`config.mk`:
```
export PLATFORM = sky130hd
export DESIGN_NAME = prince_inv_slayer_serial
export DESIGN_NICKNAME = d
export VERILOG_FILES = /design/src/rtl/prince_inv_slayer_serial.sv
export SDC_FILE = /design/constraint.sdc
export NUM_CORES = 1
export LEC_CHECK = 0
export CORE_MARGIN = 4
export CORE_UTILIZATION = 50
export DETAILED_ROUTE_END_ITERATION = 10
export GPL_TIMING_DRIVEN = 0
export PLACE_DENSITY_LB_ADDON = 0.08
export SYNTH_ARGS = -nofsm -noshare
export SYNTH_HDL_FRONTEND = slang
export SYNTH_SLANG_ARGS = --single-unit
```
`constraint.sdc`:
```
create_clock -name clk -period 1.6 [get_ports clk]
set_input_delay 0.32 -clock clk [delete_from_list [all_inputs] [get_ports clk]]
set_output_delay 0.32 -clock clk [all_outputs]
set_load 0.01 [all_outputs]
```
`src/rtl/prince_inv_slayer_serial.sv`:
```
// Serial PRINCE inverse S-layer: accepts one 64-bit state, substitutes NPC
// nibbles per cycle, then holds the result until the consumer takes it.
module prince_inv_slayer_serial #(
    parameter int NPC = 4
) (
    input  logic        clk,
    input  logic        rst_n,
    input  logic        in_valid,
    output logic        in_ready,
    input  logic [63:0] data_in,
    output logic        out_valid,
    input  logic        out_ready,
    output logic [63:0] data_out,
    output logic        busy
);
    localparam int NG = 16 / NPC;
    localparam int CW = (NPC == 16) ? 1 : $clog2(NG);
    localparam logic [CW-1:0] LAST_GRP = CW'(NG - 1);

    typedef enum logic [1:0] {
        IDLE = 2'd0,
        BUSY = 2'd1,
        DONE = 2'd2
    } state_t;

    state_t        state_reg, state_next;
    logic [CW-1:0] cnt_reg, cnt_next;
    logic [63:0]   work_reg, work_next;
    logic [63:0]   work_sub;
    logic          accept;
    logic          last_grp;

    function automatic logic [3:0] inv_sbox(input logic [3:0] x);
        case (x)
            4'h0:    inv_sbox = 4'hB;
            4'h1:    inv_sbox = 4'h7;
            4'h2:    inv_sbox = 4'h3;
            4'h3:    inv_sbox = 4'h2;
            4'h4:    inv_sbox = 4'hF;
            4'h5:    inv_sbox = 4'hD;
            4'h6:    inv_sbox = 4'h8;
            4'h7:    inv_sbox = 4'h9;
            4'h8:    inv_sbox = 4'hA;
            4'h9:    inv_sbox = 4'h6;
            4'hA:    inv_sbox = 4'h4;
            4'hB:    inv_sbox = 4'h0;
            4'hC:    inv_sbox = 4'h5;
            4'hD:    inv_sbox = 4'hE;
            4'hE:    inv_sbox = 4'hC;
            default: inv_sbox = 4'h1;
        endcase
    endfunction

    assign accept   = in_valid && (state_reg == IDLE);
    assign last_grp = (cnt_reg == LAST_GRP);

    // Each nibble is substituted only while the counter points at its group.
    genvar gi;
    generate
        for (gi = 0; gi < 16; gi++) begin : g_nib
            localparam logic [CW-1:0] GRP = CW'(gi / NPC);
            assign work_sub[4*gi +: 4] = (cnt_reg == GRP) ? inv_sbox(work_reg[4*gi +: 4])
                                                          : work_reg[4*gi +: 4];
        end
    endgenerate

    always_ff @(posedge clk or negedge rst_n) begin
        if (!rst_n) begin
            state_reg <= IDLE;
        end else begin
            state_reg <= state_next;
        end
    end

    always_comb begin
        state_next = state_reg;
        case (state_reg)
            IDLE:    if (in_valid)  state_next = BUSY;
            BUSY:    if (last_grp)  state_next = DONE;
            DONE:    if (out_ready) state_next = IDLE;
            default: state_next = IDLE;
        endcase
    end

    always_comb begin
        in_ready  = (state_reg == IDLE);
        out_valid = (state_reg == DONE);
        busy      = (state_reg == BUSY);
    end

    always_ff @(posedge clk or negedge rst_n) begin
        if (!rst_n) begin
            cnt_reg  <= '0;
            work_reg <= '0;
        end else begin
            cnt_reg  <= cnt_next;
            work_reg <= work_next;
        end
    end

    // Counter saturates on the final group so it never wraps.
    always_comb begin
        cnt_next  = cnt_reg;
        work_next = work_reg;
        if (accept) begin
            work_next = data_in;
            cnt_next  = '0;
        end else if (state_reg == BUSY) begin
            work_next = work_sub;
            if (!last_grp) begin
                cnt_next = cnt_reg + CW'(1);
            end
        end
    end

    assign data_out = work_reg;

endmodule

```
==> results of run 1 <==
==> area by class of cell <==
cell class	count	area (sq um)
plain buffers	52	335
clock buffers	15	176
clock inverters	1	5.00
fillers	780	2620
inverters	50	188
multi-input cells	464	3330
flip-flops and latches	68	1720
well taps	136	170
repair buffers	182	1780
==> cell usage after synthesis, types with 7 or more instances <==
library cell / number / area (sq um)
clkbuf_1: 32 / 120
o311ai_1: 7 / 61.3
a211oi_1: 14 / 105
nor2_1: 41 / 154
a31oi_1: 27 / 169
nand3b_1: 9 / 67.6
mux2_2: 7 / 78.8
o21ai_1: 20 / 100
nand2b_1: 7 / 43.8
dfrtp_1: 68 / 1700
buf_2: 17 / 85.1
ha_1: 52 / 651
o2bb2ai_1: 7 / 61.3
mux2i_1: 39 / 390
a22oi_1: 15 / 113
inv_1: 49 / 184
o21ai_0: 36 / 180
nand2_1: 65 / 244
a21oi_1: 54 / 270
==> worst register-to-register path: stages, from the launching register on <==
cell	delay, ns
dfrtp_2	0.48
buf_4	0.17
nand3b_1	0.39
a21oi_1	0.30
nand2_1	0.08
o311ai_1	0.09
==> power by group <==
part	switching [mW]	total (mW)	internal, mW
registers	0.699	3.35	2.65
logic	6.36	12.0	5.63
clock network	0.693	1.38	0.692
total	7.75	16.7	8.98
==> worst max-delay path by stage <==
stage	depth (start not counted)	startpoint	slack, ns	endpoint
after floorplan	7	cnt_reg[0]	0.14	data_out[38]
after global placement	1	rst_n	-2.34	data_out[46]
after detailed placement	5	in_valid	-0.59	data_out[18]
after CTS	3	state_reg[0]	-0.14	busy
after global routing	6	state_reg[1]	-0.04	data_out[41]
final	5	state_reg[1]	0.00002	data_out[40]
==> what timing repair did <==
action                                  CTS  global route
pin swaps                                 2            10
gates resized for setup                  74            87
buffers inserted                         24            21
hold buffers                              1             0
gates cloned                              0             1
endpoints found under the setup margin   87            99
hold endpoints to repair                 30             0
==> metrics by stage <==
step           cell area [sq um]  total power, mW  cells   util
2_1_floorplan               5310             10.3    634      -
3_3_place_gp                6820             13.6    904  0.660
3_5_place_dp                6840             13.9    905  0.662
4_1_cts                     7280             15.8    946  0.705
5_1_grt                     7710             18.1    968  0.747
6_report                    7710             16.7    968  0.747
==> routing by layer <==
metal  track usage  part of all wire  vias to the layer above
li1              -                 -                     2655
met1         0.324              0.44                     2659
met2         0.415              0.47                      202
met3        0.0502             0.060                       31
met4         0.105             0.026                        0
met5             0                 0                        -
==> cells by family (layout without fill, tap and decap cells) <==
| logic type | count (synthesis) | count (layout) | share of synthesized area |
|---|---|---|---|
| flip-flops | 68 | 68 | 0.321 |
| multiplexers | 46 | 46 | 0.0884 |
| AND/OR/NAND/NOR | 145 | 145 | 0.126 |
| AO/OA/AOI/OAI | 221 | 221 | 0.264 |
| buffers and inverters | 102 | 300 | 0.0783 |
| adder cells (fa/ha/maj) | 52 | 52 | 0.123 |
==> impl_metrics.yaml, run 1 <==
outcome:
  status: "complete, no violations"
yosys:
  synth_cells: 634
  yosys_warnings: 0
  ys_seq_area_frac: 0.321
  yosys_register_bits: 68
  synthFlopType: "dfrtp_1"
  synthesis.nets: 754
  synth_edf_count: 0
  syn_area_sq_um: 5310
  syn_area_per_cell_sq_um: 8.37
  async_flop_share: 1.00
  yosysUniqueCellTypes: 44
timing:
  tightest_slew_ns: 0.450
  fmax_ghz: 0.625
  final-setup-viol-count: 0
  rsz0062_at_grt: "true"
  fin_crit_ns: 1.60
  hold_violations: 0
  slew_headroom: 0.700
  setup_slack_ns: 0.0000159
  fin_skew_ns: 0.00697
  fin_crit_sh: 1.00
  slew_viol_final: 0
  fin_hold_ws_ns: 0.443
  finalSetupTns_ns: 0
global_route:
  grt_max_degree: 39
  grt_first_pass_wirelength_mm: 25.7
  grt_pass1_vias: 5314
  antenna_found_initial: 0
  grt_overflow: 0
  grt_usage: 0.252
route:
  drt_first_pass_iters: 5
  via_per_inst: 5.73
  first_iter_violations: 278
  routedWlPerCell_microns: 17.3
  wl_mm: 16.7
  drcViolationCount: 0
  vias: 5547
  ant_nets: 0
cells_and_area:
  layout-drive-gt1-share: 0.166
  largest_reg_flops: 64
  final_common_cell: "clkdlybuf4s50_1"
  final_cell_mix: "73 x clkdlybuf4s50_1, 65 x nand2_1, 54 x a21oi_1"
  syn_to_final_growth_pct: 45.3
  num_antenna_cells: 0
  fin_nets: 947
floorplan:
  start_util: 0.514
  row_count: 37
  die_x_microns: 111
  core_area_sq_um: 10300
  die_y_microns: 111
  ios: 135
  die_area_sq_um: 12300
critical_path:
  reg2reg_depth: 5
  arrival_ns: 1.85
  worst_path_dominant_cell_family: "flip-flops"
  critPathCaptureType: "register"
  critPathMaxFanout: 6
  path_cells: "buf_4 > nand3b_1 > a21oi_1 > nand2_1 > o311ai_1"
  crit_buf_inv: 1
  crit_type: "register to register"
  max_stage_delay_ns: 0.48
  critPathLaunchType: "register"
  r2r_slack_ns: 0.00002
  reg2reg_to: "data_out[40]"
  rr_startpoint: "state_reg[1]"
  crit_required_ns: 1.85
  critPathSlowestCell: "dfrtp_2"
clock_network:
  clk-insertion-delay-late_ns: 0.36
  cts-root-buf: "clkbuf_8"
  htreeDepth: 3
  cts_buffer_depth: 2
  cts_made_buffers: 9
  cts_tree: "built"
  cts_sinks: 68
  cts.reportedPaths.clkPinSlew_ns: 0.08
power_and_ir_drop:
  p_leak_nw: 3.78
  peakVddDrop_uv: 976
  power_density_nw_per_um2: 2170
placed_design:
  gp_congestion: 0.898
  port_buffers: 134
  place_ws_ns: -0.589
  hpwl_mm: 11.2
worst_hold_path:
  hp-class: "primary input to asynchronous set/reset pin"
run:
  maxCapViolCount: 0
Note: power is estimated with default switching activity, not from simulation.
==> run 2: changes to the inputs <==
--- a/config.mk
+++ b/config.mk
@@ -6,7 +6,7 @@
 export NUM_CORES = 1
 export LEC_CHECK = 0
 export CORE_MARGIN = 4
-export CORE_UTILIZATION = 50
+export CORE_UTILIZATION = 45
 export DETAILED_ROUTE_END_ITERATION = 10
 export GPL_TIMING_DRIVEN = 0
 export PLACE_DENSITY_LB_ADDON = 0.08
==> constraint.sdc (replaced) <==
create_clock -name clk -period 1.4 [get_ports clk]
set_input_delay 0.28 -clock clk [delete_from_list [all_inputs] [get_ports clk]]
set_output_delay 0.28 -clock clk [all_outputs]
set_load 0.01 [all_outputs]
==> run 2 against run 1 <==
Compared with the run above: the flow now finishes with violations (negative setup slack); final cell count grew 5.0%; combinational power grew 46%; power grew 42%.
==> impl_metrics.yaml, run 2 (synthesis gave the netlist of run 1 again) <==
outcome:
  status: "complete, but fails checks"
  violations: "negative setup slack"
run:
  maxCapViolCount: 0
clock_network:
  clk-insertion-delay-late_ns: 0.34
  cts-root-buf: "clkbuf_16"
  cts_made_buffers: 9
  cts_tree: "built"
  htreeDepth: 3
  cts_sinks: 68
  cts.reportedPaths.clkPinSlew_ns: 0.06
  cts_buffer_depth: 2
route:
  wl_met2_mm: 10.1
  wl_mm: 20.6
  first_iter_violations: 538
  ant_nets: 0
  met3_length_mm: 1.40
  met1_length_mm: 8.26
  routedWlPerCell_microns: 20.3
  drcViolationCount: 0
  via_per_inst: 5.86
  vias: 5956
  top_layer: "met4"
  drt_first_pass_iters: 5
critical_path:
  max_stage_delay_ns: 0.44
  arrival_ns: 1.87
  r2r_slack_ns: -0.25
  path_common_cell: "buf_6"
  path_cells: "buf_6 > nor3b_4 > buf_6 > buf_8 > buf_4 > a211oi_2 > o41ai_2"
  reg2reg_depth: 7
  critPathMaxFanout: 7
  worst-path-stages: 7
  crit_type: "register to register"
  crit_buf_inv: 4
  crit_required_ns: 1.62
  worst_path_dominant_cell_family: "buffers and inverters"
  critPathCaptureType: "register"
  critPathSlowestCell: "dfrtp_2"
  critPathLaunchType: "register"
timing:
  rsz0062_at_grt: "true"
  fmax_ghz: 0.606
  final-setup-viol-count: 69
  slew_headroom: 0.646
  fin_skew_ns: 0.00393
  hold_violations: 0
  setup_slack_ns: -0.251
  fin_crit_ns: 1.65
  slew_viol_final: 0
  fin_crit_sh: 1.18
  tightest_slew_ns: 0.531
placed_design:
  dpl-instance-area_sq_um: 6890
  gp_congestion: 0.870
  hpwl_mm: 11.6
  port_buffers: 134
cells_and_area:
  fill_cells: 753
  final_cell_mix: "65 x clkdlybuf4s50_1, 62 x buf_4, 56 x dlygate4sd2_1"
  stdcell_area_sq_um: 8860
  layout-drive-gt1-share: 0.339
  syn_to_final_growth_pct: 67.0
  largest_reg_flops: 64
  fin_nets: 987
  final_common_cell: "clkdlybuf4s50_1"
global_route:
  grt_pass1_vias: 5880
  grt_usage: 0.286
  antenna_found_initial: 1
  grt_max_degree: 42
  grt_overflow: 0
  grt_first_pass_wirelength_mm: 30.1
power_and_ir_drop:
  fin_total_pwr_mw: 23.7
  peakVddDrop_uv: 1630
  power_density_nw_per_um2: 2680
  p_leak_nw: 4.03
floorplan:
  core_area_sq_um: 11500
  row_count: 39
  start_util: 0.463
  die_x_microns: 117
  die_y_microns: 117
  ios: 135
  die_area_sq_um: 13600
worst_hold_path:
  hp-class: "primary input to asynchronous set/reset pin"
[run 2: cell types whose count changed in the layout (fill, tap and decap cells not counted), sizes merged]
cell,before,now
clkdlybuf4s15,0,4
diode,0,1
clkdlybuf4s50,73,65
dlygate4sd2,23,56
bufbuf,0,1
dlymetal6s2s,34,0
buf,70,112
clkinv,1,0
clkbuf,48,51
[run 2: per-layer routing]
metal	track usage	vias up
li1	-	2738
met1	0.365	2887
met2	0.469	263
met3	0.0544	68
met4	0.133	0
met5	0	-
[run 2: path summary, 6_finish.rpt]
path | to | start
setup reg to reg | data_out[0] | state_reg[1]
setup / recovery | data_out[0] | state_reg[1]
min in group clk | data_out[27] | data_in[27]
max in group asynchronous | data_out[33] | rst_n
hold reg to reg | data_out[48] | data_out[48]
hold / removal | data_out[26] | rst_n
[run 2: worst reg2reg max path: cells and delay by family (launching register included)]
family                 cells  cell delay, ns
flip-flops                 1            0.44
buffers and inverters      4            0.54
AND/OR/NAND/NOR            1            0.22
AO/OA/AOI/OAI              2            0.33
[run 2: cell type report]
type                            count  area (sq um)  area share
Multi-Input combinational cell    464          3860       0.436
Antenna cell                        1          2.50    0.000282
Clock buffer                       16           302      0.0340
Tap cell                          143           179      0.0202
Timing Repair Buffer              227          2220       0.251
Sequential cell                    68          1730       0.195
Inverter                           50           193      0.0217
Buffer                             47           370      0.0418
[run 2: power breakdown]
part           switching, mW  internal [mW]  total (mW)
logic                   9.18           8.29        17.5
registers              0.889           3.05        3.94
clock network          0.877           1.45        2.32
[run 2: timing repair]
| action | in CTS | in global routing |
|---|---|---|
| resized for setup | 240 | 140 |
| cloned | 9 | 2 |
| setup endpoints to repair | 133 | 75 |
| endpoints found under the hold margin | 27 | 0 |
| buffers inserted | 57 | 30 |
| pin swaps | 46 | 43 |
| hold buffers | 1 | 0 |
[run 2: metrics by stage]
stage	setup slack [ns]	hold WS (ns)	TNS, ns	instances	util
2_1_floorplan	0.000652	-0.0156	0	634	-
3_3_place_gp	-2.86	0.583	-211.48	911	0.598
3_5_place_dp	-0.775	0.243	-36.90	912	0.601
4_1_cts	-0.189	0.437	-8.00	995	0.727
5_1_grt	-0.290	0.468	-12.71	1016	0.773
6_report	-0.251	0.445	-9.30	1016	0.773
==> run 3: changes to the inputs <==
--- a/config.mk
+++ b/config.mk
@@ -7,9 +7,10 @@
 export LEC_CHECK = 0
 export CORE_MARGIN = 4
 export CORE_UTILIZATION = 45
+export CTS_BUF_LIST = sky130_fd_sc_hd__clkbuf_16
 export DETAILED_ROUTE_END_ITERATION = 10
 export GPL_TIMING_DRIVEN = 0
-export PLACE_DENSITY_LB_ADDON = 0.08
+export PLACE_DENSITY_LB_ADDON = 0.3
 export SYNTH_ARGS = -nofsm -noshare
 export SYNTH_HDL_FRONTEND = slang
 export SYNTH_SLANG_ARGS = --single-unit
==> run 3 against run 2 <==
Compared with the run above: the run still ends with negative setup slack left; final cell count is 0.30% lower; flip-flop and latch count did not move; power shrank 0.23%; via count up 1.4%; critical path type unchanged; critical endpoint is now data_out[32]; highest routed layer unchanged.
==> impl_metrics.yaml, run 3 (synthesis gave the netlist of run 1 again) <==
outcome:
  status: "complete, but fails checks"
  violations: "negative setup slack"
clock_network:
  cts-root-buf: "clkbuf_16"
  cts_made_buffers: 9
  cts.reportedPaths.clkPinSlew_ns: 0.06
  cts_tree: "built"
  cts_buffer_depth: 2
  cts_sinks: 68
  clk-insertion-delay-late_ns: 0.35
  htreeDepth: 3
timing:
  fin_skew_ns: 0.00431
  slew_headroom: 0.654
  fin_hold_ws_ns: 0.337
  slew_viol_final: 0
  tightest_slew_ns: 0.519
  rsz0062_at_grt: "true"
  setup_slack_ns: -0.301
  finalSetupTns_ns: -9.95
  hold_violations: 0
  final-setup-viol-count: 70
  fin_crit_sh: 1.22
  fmax_ghz: 0.588
  fin_crit_ns: 1.70
global_route:
  antenna_found_initial: 0
  grt_usage: 0.289
  grt_overflow: 0
  grt_first_pass_wirelength_mm: 30.5
  grt_pass1_vias: 5992
  grt_max_degree: 58
placed_design:
  hpwl_mm: 11.7
  gp_congestion: 0.899
  place_ws_ns: -0.742
  port_buffers: 134
floorplan:
  die_x_microns: 117
  core_area_sq_um: 11500
  die_area_sq_um: 13600
  ios: 135
  start_util: 0.463
  row_count: 39
  die_y_microns: 117
route:
  ant_nets: 0
  first_iter_violations: 481
  drcViolationCount: 0
  routedWlPerCell_microns: 20.4
  via_per_inst: 5.96
  drt_first_pass_iters: 5
  vias: 6041
  wl_mm: 20.7
critical_path:
  path_common_cell: "buf_6"
  max_stage_delay_ns: 0.43
  crit_type: "register to register"
  r2r_slack_ns: -0.30
  crit_required_ns: 1.63
  critPathMaxFanout: 7
  critPathSlowestCell: "dfrtp_2"
  arrival_ns: 1.93
  crit_buf_inv: 4
  path_cells: "buf_6 > nor3b_4 > buf_6 > buf_8 > buf_6 > a211oi_4 > o41ai_2"
  worst_path_dominant_cell_family: "buffers and inverters"
  critPathLaunchType: "register"
  critPathCaptureType: "register"
cells_and_area:
  fin_nets: 985
  fill_cells: 721
  layout-drive-gt1-share: 0.332
  syn_to_final_growth_pct: 67.1
  num_antenna_cells: 0
  largest_reg_flops: 64
  final_common_cell: "clkdlybuf4s50_1"
  final_cell_mix: "65 x clkdlybuf4s50_1, 56 x dlygate4sd2_1, 55 x buf_4"
worst_hold_path:
  hp-class: "primary input to asynchronous set/reset pin"
run:
  maxCapViolCount: 0
power_and_ir_drop:
  peakVddDrop_uv: 1410
  p_leak_nw: 4.00
  fin_total_pwr_mw: 23.7
  power_density_nw_per_um2: 2670
==> run 3: cell count changes in the layout (fill, tap and decap cells not counted), sizes merged <==
cell	previous run	this run
clkbuf	51	43
clkinv	0	4
buf	112	109
clkdlybuf4s15	4	7
bufbuf	1	0
bufinv	0	1
clkinvlp	0	1
diode	1	0
inv	50	51
==> run 3: final timing paths <==
| path | startpoint | endpoint | cells past startpoint |
|---|---|---|---|
| setup / recovery | state_reg[1] | data_out[32] | 7 |
| hold / removal | rst_n | data_out[24] | 2 |
| setup reg to reg | state_reg[1] | data_out[32] | 7 |
| hold reg to reg | data_out[52] | data_out[52] | 2 |
| max in group asynchronous | rst_n | data_out[33] | 3 |
| min in group clk | data_in[29] | data_out[29] | 3 |
==> run 3: metal layers <==
| metal | global-route usage | share of wire |
|---|---|---|
| met1 | 0.351 | 0.40 |
| met2 | 0.489 | 0.49 |
| met3 | 0.0596 | 0.077 |
| met4 | 0.141 | 0.041 |
| met5 | 0 | 0 |
==> run 3: per-stage QoR <==
step,cells,area (sq um),utilization
after detailed placement,912,6890,0.601
after global routing,1013,8870,0.773
after global placement,911,6860,0.598
final,1013,8870,0.773
after CTS,998,8480,0.740
after floorplan,634,5340,-
==> run 3: worst register-to-register path: stages, from the launching register on <==
cell and delay (ns):
dfrtp_2 0.43, buf_6 0.14, nor3b_4 0.24, buf_6 0.14, buf_8 0.12, buf_6 0.11, a211oi_4 0.03, o41ai_2 0.37
==> run 3: cell type report <==
cell class,instances,area (sq um),area share
Sequential cell,68,1730,0.195
Inverter,50,193,0.0217
Timing Repair Buffer,224,2160,0.244
Clock buffer,9,225,0.0254
Buffer,48,368,0.0415
Multi-Input combinational cell,464,3960,0.446
Tap cell,143,179,0.0202
Clock inverter,7,58.8,0.00663
==> run 3: report_power, final <==
part	internal (mW)	switching (mW)	total, mW
combinational	8.12	9.23	17.3
sequential	3.05	0.975	4.02
clock	1.35	0.949	2.30
total	12.5	11.2	23.7
==> run 3: what timing repair did <==
item	4_1_cts	5_1_grt
hold endpoints to repair	11	0
hold buffers	1	0
endpoints found under the setup margin	133	86
buffers inserted	58	28
pin swaps	87	38
resized for setup	289	99
gates cloned	11	0
